### config.mk
export PLATFORM = sky130hd
export DESIGN_NAME = inst_decode_queue_flat
export DESIGN_NICKNAME = d
export VERILOG_FILES = /design/src/rtl/inst_decode_queue_if.sv /design/src/rtl/inst_decode_queue.sv /design/src/flat_wrapper.sv
export SDC_FILE = /design/constraint.sdc
export NUM_CORES = 1
export LEC_CHECK = 0
export ABC_CLOCK_PERIOD_IN_PS = 5860
export CORE_ASPECT_RATIO = 0.5
export CORE_MARGIN = 4
export CORE_UTILIZATION = 50
export DETAILED_ROUTE_END_ITERATION = 8
export PLACE_DENSITY_LB_ADDON = 0.12
export SLEW_MARGIN = 20
export SYNTH_ARGS = -nofsm -noshare
export SYNTH_HDL_FRONTEND = slang
export SYNTH_SLANG_ARGS = --single-unit
### constraint.sdc
create_clock -name CLK -period 5.86 [get_ports CLK]
set_input_delay 1.172 -clock CLK [delete_from_list [all_inputs] [get_ports CLK]]
set_output_delay 1.172 -clock CLK [all_outputs]
set_load 0.01 [all_outputs]
### src/rtl/inst_decode_queue_if.sv
// Fetch/execute handshake bundle for the decode queue.
// The slave modport is the queue's view; the master modport is the surrounding pipeline's view.
interface inst_decode_queue_if #(
  parameter int unsigned INST_MEM_WIDTH = 2,
  parameter int unsigned DEPTH          = 2
);
  localparam int unsigned OCC_W = $clog2(DEPTH + 1);

  // fetch side
  logic                      in_valid;
  logic                      in_ready;
  logic [31:0]               inst;
  logic [INST_MEM_WIDTH-1:0] pc;
  logic [INST_MEM_WIDTH-1:0] pc1;
  logic                      distinct;

  // execute side
  logic                      out_valid;
  logic                      out_ready;
  logic [5:0]                opcode;
  logic [5:0]                funct;
  logic [4:0]                rs;
  logic [4:0]                rt;
  logic [4:0]                rd;
  logic [4:0]                sa;
  logic [15:0]               immediate;
  logic [31:0]               imm_sext;
  logic [25:0]               inst_index;
  logic [INST_MEM_WIDTH-1:0] pc_next;
  logic [INST_MEM_WIDTH-1:0] pc1_next;
  logic                      distinct_next;
  logic [OCC_W-1:0]          occupancy;

  modport slave (
    input  in_valid, inst, pc, pc1, distinct, out_ready,
    output in_ready, out_valid, opcode, funct, rs, rt, rd, sa, immediate,
           imm_sext, inst_index, pc_next, pc1_next, distinct_next, occupancy
  );

  modport master (
    output in_valid, inst, pc, pc1, distinct, out_ready,
    input  in_ready, out_valid, opcode, funct, rs, rt, rd, sa, immediate,
           imm_sext, inst_index, pc_next, pc1_next, distinct_next, occupancy
  );
endinterface

### src/rtl/inst_decode_queue.sv
// Decode-stage instruction FIFO: buffers fetched instructions, holds each head entry a
// configurable number of cycles, then presents the split fields to execute via valid/ready.
module inst_decode_queue #(
  parameter int unsigned INST_MEM_WIDTH = 2,
  parameter int unsigned DEPTH          = 2,
  parameter int unsigned WAIT_CYCLES    = 2
) (
  input logic              CLK,
  input logic              reset,
  input logic              flush,
  inst_decode_queue_if.slave bus
);
  localparam int unsigned PTR_W = $clog2(DEPTH);
  localparam int unsigned OCC_W = $clog2(DEPTH + 1);
  localparam int unsigned CNT_W = 4;
  localparam logic [OCC_W-1:0] OCC_FULL = OCC_W'(DEPTH);
  localparam logic [CNT_W-1:0] WAIT_MAX = CNT_W'(WAIT_CYCLES);

  logic [31:0]               inst_mem [DEPTH];
  logic [INST_MEM_WIDTH-1:0] pc_mem   [DEPTH];
  logic [INST_MEM_WIDTH-1:0] pc1_mem  [DEPTH];
  logic                      dist_mem [DEPTH];

  logic [PTR_W-1:0] wr_ptr, wr_ptr_n;
  logic [PTR_W-1:0] rd_ptr, rd_ptr_n;
  logic [OCC_W-1:0] occ, occ_n;
  logic [CNT_W-1:0] wait_cnt, wait_cnt_n;

  logic in_ready_w;
  logic out_valid_w;
  logic push;
  logic pop;

  // Handshake: no pass-through when full, flush blocks both push and pop.
  always_comb begin
    in_ready_w  = (occ < OCC_FULL) & ~flush;
    out_valid_w = (occ != '0) & (wait_cnt == WAIT_MAX);
    push        = bus.in_valid & in_ready_w;
    pop         = out_valid_w & bus.out_ready & ~flush;
  end

  // Next-state for pointers, occupancy and head wait counter.
  always_comb begin
    wr_ptr_n   = wr_ptr;
    rd_ptr_n   = rd_ptr;
    occ_n      = occ;
    wait_cnt_n = wait_cnt;
    if (flush) begin
      wr_ptr_n   = '0;
      rd_ptr_n   = '0;
      occ_n      = '0;
      wait_cnt_n = '0;
    end else begin
      if (push) wr_ptr_n = wr_ptr + PTR_W'(1);
      if (pop)  rd_ptr_n = rd_ptr + PTR_W'(1);
      unique case ({push, pop})
        2'b10:   occ_n = occ + OCC_W'(1);
        2'b01:   occ_n = occ - OCC_W'(1);
        default: occ_n = occ;
      endcase
      // A pop always either exposes a new head or empties the queue; both restart the wait.
      if (pop || (push && (occ == '0))) begin
        wait_cnt_n = '0;
      end else if ((occ != '0) && (wait_cnt != WAIT_MAX)) begin
        wait_cnt_n = wait_cnt + CNT_W'(1);
      end
    end
  end

  always_ff @(posedge CLK or negedge reset) begin
    if (!reset) begin
      wr_ptr   <= '0;
      rd_ptr   <= '0;
      occ      <= '0;
      wait_cnt <= '0;
    end else begin
      wr_ptr   <= wr_ptr_n;
      rd_ptr   <= rd_ptr_n;
      occ      <= occ_n;
      wait_cnt <= wait_cnt_n;
    end
  end

  // Entry storage; written only on an accepted push.
  always_ff @(posedge CLK or negedge reset) begin
    if (!reset) begin
      for (int i = 0; i < int'(DEPTH); i++) begin
        inst_mem[i] <= '0;
        pc_mem[i]   <= '0;
        pc1_mem[i]  <= '0;
        dist_mem[i] <= 1'b0;
      end
    end else if (push) begin
      inst_mem[wr_ptr] <= bus.inst;
      pc_mem[wr_ptr]   <= bus.pc;
      pc1_mem[wr_ptr]  <= bus.pc1;
      dist_mem[wr_ptr] <= bus.distinct;
    end
  end

  logic [31:0]               head_inst;
  logic [INST_MEM_WIDTH-1:0] head_pc;
  logic [INST_MEM_WIDTH-1:0] head_pc1;
  logic                      head_dist;

  // Head view is zeroed whenever nothing is being presented.
  always_comb begin
    head_inst = '0;
    head_pc   = '0;
    head_pc1  = '0;
    head_dist = 1'b0;
    if (out_valid_w) begin
      head_inst = inst_mem[rd_ptr];
      head_pc   = pc_mem[rd_ptr];
      head_pc1  = pc1_mem[rd_ptr];
      head_dist = dist_mem[rd_ptr];
    end
  end

  assign bus.in_ready      = in_ready_w;
  assign bus.out_valid     = out_valid_w;
  assign bus.occupancy     = occ;
  assign bus.opcode        = head_inst[31:26];
  assign bus.rs            = head_inst[25:21];
  assign bus.rt            = head_inst[20:16];
  assign bus.rd            = head_inst[15:11];
  assign bus.sa            = head_inst[10:6];
  assign bus.funct         = head_inst[5:0];
  assign bus.immediate     = head_inst[15:0];
  assign bus.imm_sext      = {{16{head_inst[15]}}, head_inst[15:0]};
  assign bus.inst_index    = head_inst[25:0];
  assign bus.pc_next       = head_pc;
  assign bus.pc1_next      = head_pc1;
  assign bus.distinct_next = head_dist;

  a_occ_bound: assert property (@(posedge CLK) disable iff (!reset) occ <= OCC_FULL);
  a_hold_stall: assert property (@(posedge CLK) disable iff (!reset)
    (out_valid_w && !bus.out_ready && !flush) |=> out_valid_w);
endmodule

### src/flat_wrapper.sv
// flat-port wrapper written by rule: the top's interface ports become plain ports
module inst_decode_queue_flat 
#(
  parameter int unsigned INST_MEM_WIDTH = 2,
  parameter int unsigned DEPTH          = 2,
  parameter int unsigned WAIT_CYCLES    = 2
)
  (CLK, reset, flush, bus_in_valid, bus_inst, bus_pc, bus_pc1, bus_distinct, bus_out_ready, bus_in_ready, bus_out_valid, bus_opcode, bus_funct, bus_rs, bus_rt, bus_rd, bus_sa, bus_immediate, bus_imm_sext, bus_inst_index, bus_pc_next, bus_pc1_next, bus_distinct_next, bus_occupancy);
  inst_decode_queue_if #(.INST_MEM_WIDTH(INST_MEM_WIDTH), .DEPTH(DEPTH)) bus_i ();
  input logic CLK;
  input logic reset;
  input logic flush;
  input wire logic [$bits(bus_i.in_valid)-1:0] bus_in_valid;
  input wire logic [$bits(bus_i.inst)-1:0] bus_inst;
  input wire logic [$bits(bus_i.pc)-1:0] bus_pc;
  input wire logic [$bits(bus_i.pc1)-1:0] bus_pc1;
  input wire logic [$bits(bus_i.distinct)-1:0] bus_distinct;
  input wire logic [$bits(bus_i.out_ready)-1:0] bus_out_ready;
  output wire logic [$bits(bus_i.in_ready)-1:0] bus_in_ready;
  output wire logic [$bits(bus_i.out_valid)-1:0] bus_out_valid;
  output wire logic [$bits(bus_i.opcode)-1:0] bus_opcode;
  output wire logic [$bits(bus_i.funct)-1:0] bus_funct;
  output wire logic [$bits(bus_i.rs)-1:0] bus_rs;
  output wire logic [$bits(bus_i.rt)-1:0] bus_rt;
  output wire logic [$bits(bus_i.rd)-1:0] bus_rd;
  output wire logic [$bits(bus_i.sa)-1:0] bus_sa;
  output wire logic [$bits(bus_i.immediate)-1:0] bus_immediate;
  output wire logic [$bits(bus_i.imm_sext)-1:0] bus_imm_sext;
  output wire logic [$bits(bus_i.inst_index)-1:0] bus_inst_index;
  output wire logic [$bits(bus_i.pc_next)-1:0] bus_pc_next;
  output wire logic [$bits(bus_i.pc1_next)-1:0] bus_pc1_next;
  output wire logic [$bits(bus_i.distinct_next)-1:0] bus_distinct_next;
  output wire logic [$bits(bus_i.occupancy)-1:0] bus_occupancy;
  assign bus_i.in_valid = bus_in_valid;
  assign bus_i.inst = bus_inst;
  assign bus_i.pc = bus_pc;
  assign bus_i.pc1 = bus_pc1;
  assign bus_i.distinct = bus_distinct;
  assign bus_i.out_ready = bus_out_ready;
  assign bus_in_ready = bus_i.in_ready;
  assign bus_out_valid = bus_i.out_valid;
  assign bus_opcode = bus_i.opcode;
  assign bus_funct = bus_i.funct;
  assign bus_rs = bus_i.rs;
  assign bus_rt = bus_i.rt;
  assign bus_rd = bus_i.rd;
  assign bus_sa = bus_i.sa;
  assign bus_immediate = bus_i.immediate;
  assign bus_imm_sext = bus_i.imm_sext;
  assign bus_inst_index = bus_i.inst_index;
  assign bus_pc_next = bus_i.pc_next;
  assign bus_pc1_next = bus_i.pc1_next;
  assign bus_distinct_next = bus_i.distinct_next;
  assign bus_occupancy = bus_i.occupancy;
  inst_decode_queue #(.INST_MEM_WIDTH(INST_MEM_WIDTH), .DEPTH(DEPTH), .WAIT_CYCLES(WAIT_CYCLES)) u_core (.CLK(CLK), .reset(reset), .flush(flush), .bus(bus_i));
endmodule
==> flow_summary.json <==
{
  "dp_hpwl_mm": 6.69,
  "synthCells": 367,
  "hold_viol": 0,
  "grt_overflow": 0,
  "clk_latency_ns": 0.33,
  "synth_edf_count": 0,
  "status": "completed",
  "synth_area_per_cell_um2": 12.8,
  "top_level_ports": 157,
  "reg2reg_depth": 3,
  "min-delay-path-class": "reg -> reg",
  "dieArea_mm2": 0.0111,
  "fin_crit_sh": 0.769,
  "track_usage": 0.185,
  "crit_fanout": 38,
  "critPathLaunchType": "flip-flop",
  "placed_area_mm2": 0.00567,
  "grt_pass1_wl_mm": 16.7,
  "max_freq_mhz": 222,
  "synth_area_mm2": 0.00470,
  "swShare": 0.238,
  "crit_slowest_cell": "nor2_1",
  "tritoncts": "done",
  "pwr-share-clk": 0.326,
  "powerDensity_mw_per_mm2": 309,
  "clk_root_buffer_cell": "clkbuf_16",
  "rows": 24,
  "io_buffers": 156,
  "postCtsHoldBufs": 0,
  "whs_path_depth": 1,
  "ir_worst_vdd_uv": 157,
  "mostFrequentLayoutCells": "clkdlybuf4s50_1, dfrtp_1, mux2_4",
  "synth_flop_cell": "dfrtp_1",
  "hold_end": "u_core.inst_mem[30]",
  "htreeDepth": 3,
  "antennaDiodeCount": 0,
  "critPathCaptureType": "primary output",
  "setup_viol": 0,
  "nFillCells": 636,
  "place_ws_ns": 1.72,
  "worst_slack_ns": 1.35,
  "rrSetupSlack_ns": 3.87,
  "syn_nets": 411,
  "hp-start": "u_core.inst_mem[30]",
  "fin_setup_tns_ns": 0,
  "area_growth_syn_to_layout_pct": 27.7,
  "grt_max_degree": 83,
  "pwr-share-seq": 0.456,
  "yosysSeqAreaShare": 0.437,
  "place.gp.congestion": 0.841,
  "multi_input_area_mm2": 0.00187,
  "critical_path_class": "reg -> out",
  "r2r_start": "u_core.bus.occupancy[1]",
  "cts-buffers-inserted": 9,
  "mostFrequentLayoutCell": "clkdlybuf4s50_1",
  "drive_above_1_share": 0.224,
  "via_count": 2876,
  "drv_cap": 0,
  "synth-async-reset-ratio": 1.00,
  "initial_core_util": 0.527,
  "crit_chain": "inv_1 -> ha_1 -> nor3b_2 -> o21ai_4 -> buf_4 -> nor2_1 -> clkdlybuf4s50_1",
  "r2r_end": "u_core.pc_mem[1]",
  "finalWorstPathRequiredPeriod_ns": 4.51,
  "power_switching_mw": 0.441,
  "nets": 489,
  "ant_nets": 0,
  "post_cts_buffers": 0,
  "final_max_slew_viol_count": 0,
  "die_w_um": 145,
  "clk_path_buf_depth": 2,
  "internal-power_mw": 1.41,
  "yosysUniqueCellTypes": 35,
  "yosysWarningCount": 0,
  "rsz0062_at_grt": "false",
  "fin_area_mm2": 0.00600,
  "wl_mm": 9.90,
  "pwr-share-comb": 0.218,
  "cp.required_ns": 4.69,
  "critPathMaxStageDelay_ns": 0.81,
  "clk_pin_slew_ns": 0.06,
  "coreArea_mm2": 0.00892,
  "grt_pass1_vias": 3128,
  "worst_pin_slew_ns": 0.980,
  "wl_per_cell_um": 17.5,
  "leakage_nw": 2.41,
  "dr.pass1.iters": 4,
  "viasPerCell": 5.07,
  "fin_skew_ns": 0.00612,
  "first_iter_violations": 160,
  "ff_latch_area_mm2": 0.00205,
  "drc": 0,
  "cts_resized": 0,
  "worstPathArrival_ns": 3.34,
  "clock-sinks": 82,
  "antenna_found_initial": 0,
  "dieHeight_um": 76.5,
  "max_slew_margin": 0.344,
  "ys_ff_latch": 82
}
==> flip-flops by register name (all words and copies together), names as in the netlist <==
| signal | count |
|---|---|
| u_core.wait_cnt | 4 |
| u_core.rd_ptr | 1 |
| u_core.pc1_mem | 4 |
| u_core.bus.occupancy | 2 |
| u_core.inst_mem | 64 |
| u_core.wr_ptr | 1 |
| u_core.dist_mem | 2 |
| u_core.pc_mem | 4 |
==> how the worst max path moves through the flow <==
stage                     slack (ns)          endpoint               start  cells after the start
after global routing            1.07  bus_imm_sext[26]  u_core.wait_cnt[0]                      7
final                           1.35  bus_imm_sext[30]  u_core.wait_cnt[0]                      7
after floorplan                 2.37  bus_imm_sext[16]  u_core.wait_cnt[0]                      8
after global placement          1.92  bus_imm_sext[19]  u_core.wait_cnt[0]                      7
after detailed placement        1.72  bus_imm_sext[19]  u_core.wait_cnt[0]                      7
after CTS                       1.33  bus_imm_sext[19]  u_core.wait_cnt[0]                      7
==> critical path, delay by kind of cell (launching register included) <==
kind	cells	cell delay [ns]
and+or+nand+nor	2	1.20
buffers and inverters	3	1.07
DFF	1	0.43
adders and majority gates	1	0.21
AOI/OAI and AO/OA	1	0.09
==> power groups by stage <==
stage / registers (mW) / clock network [mW] / logic (mW)
floorplan: 0.820 / 0 / 0.336
CTS: 0.846 / 0.621 / 0.409
detailed placement: 0.854 / 0 / 0.405
finish: 0.846 / 0.604 / 0.404
global route: 0.871 / 0.648 / 0.440
global placement: 0.840 / 0 / 0.393
==> cells by family (layout without fill, tap and decap cells) <==
group	count (synthesis)	in the layout	synth area share
DFF	82	82	0.437
xor gates and xnor gates	1	1	0.00186
muxes	111	111	0.304
buffers and inverters	96	179	0.167
adders and majority gates	2	2	0.00533
AOI/OAI and AO/OA	19	19	0.0256
and+or+nand+nor	56	56	0.0594
==> routing by layer <==
metal | GRT usage | vias to the layer above | routed length [µm]
li1 | - | 1328 | -
met1 | 0.234 | 1438 | 4490
met2 | 0.306 | 100 | 4730
met3 | 0.0612 | 10 | 571
met4 | 0.0540 | 0 | 107
met5 | 0 | - | 0
==> cell usage after synthesis, types with 3 or more instances <==
cell type | n | area share
buf_4 | 74 | 0.12
mux2_4 | 60 | 0.19
nor2_1 | 41 | 0.033
buf_6 | 3 | 0.0072
mux2i_1 | 37 | 0.079
mux2_2 | 14 | 0.034
o21ai_0 | 4 | 0.0043
dfrtp_1 | 82 | 0.44
buf_2 | 8 | 0.0085
inv_1 | 3 | 0.0024
buf_12 | 7 | 0.030
a21oi_1 | 6 | 0.0064
==> layout make-up <==
cell class	count	area share
clock buffer	12	0.0411
clock inverter	4	0.0125
inverter	3	0.00188
multi-input combinational	189	0.312
sequential	82	0.342
tap	117	0.0244
timing repair buffer	160	0.266
==> through the flow <==
step / util / power (mW) / hold slack [ns] / std cells
floorplan: - / 1.16 / 0.480 / 367
global placement: 0.636 / 1.23 / 0.489 / 551
detailed placement: 0.636 / 1.26 / 0.492 / 551
CTS: 0.672 / 1.88 / 0.509 / 567
global route: 0.673 / 1.96 / 0.521 / 567
finish: 0.673 / 1.85 / 0.509 / 567
Note: power is estimated with default switching activity, not from simulation.
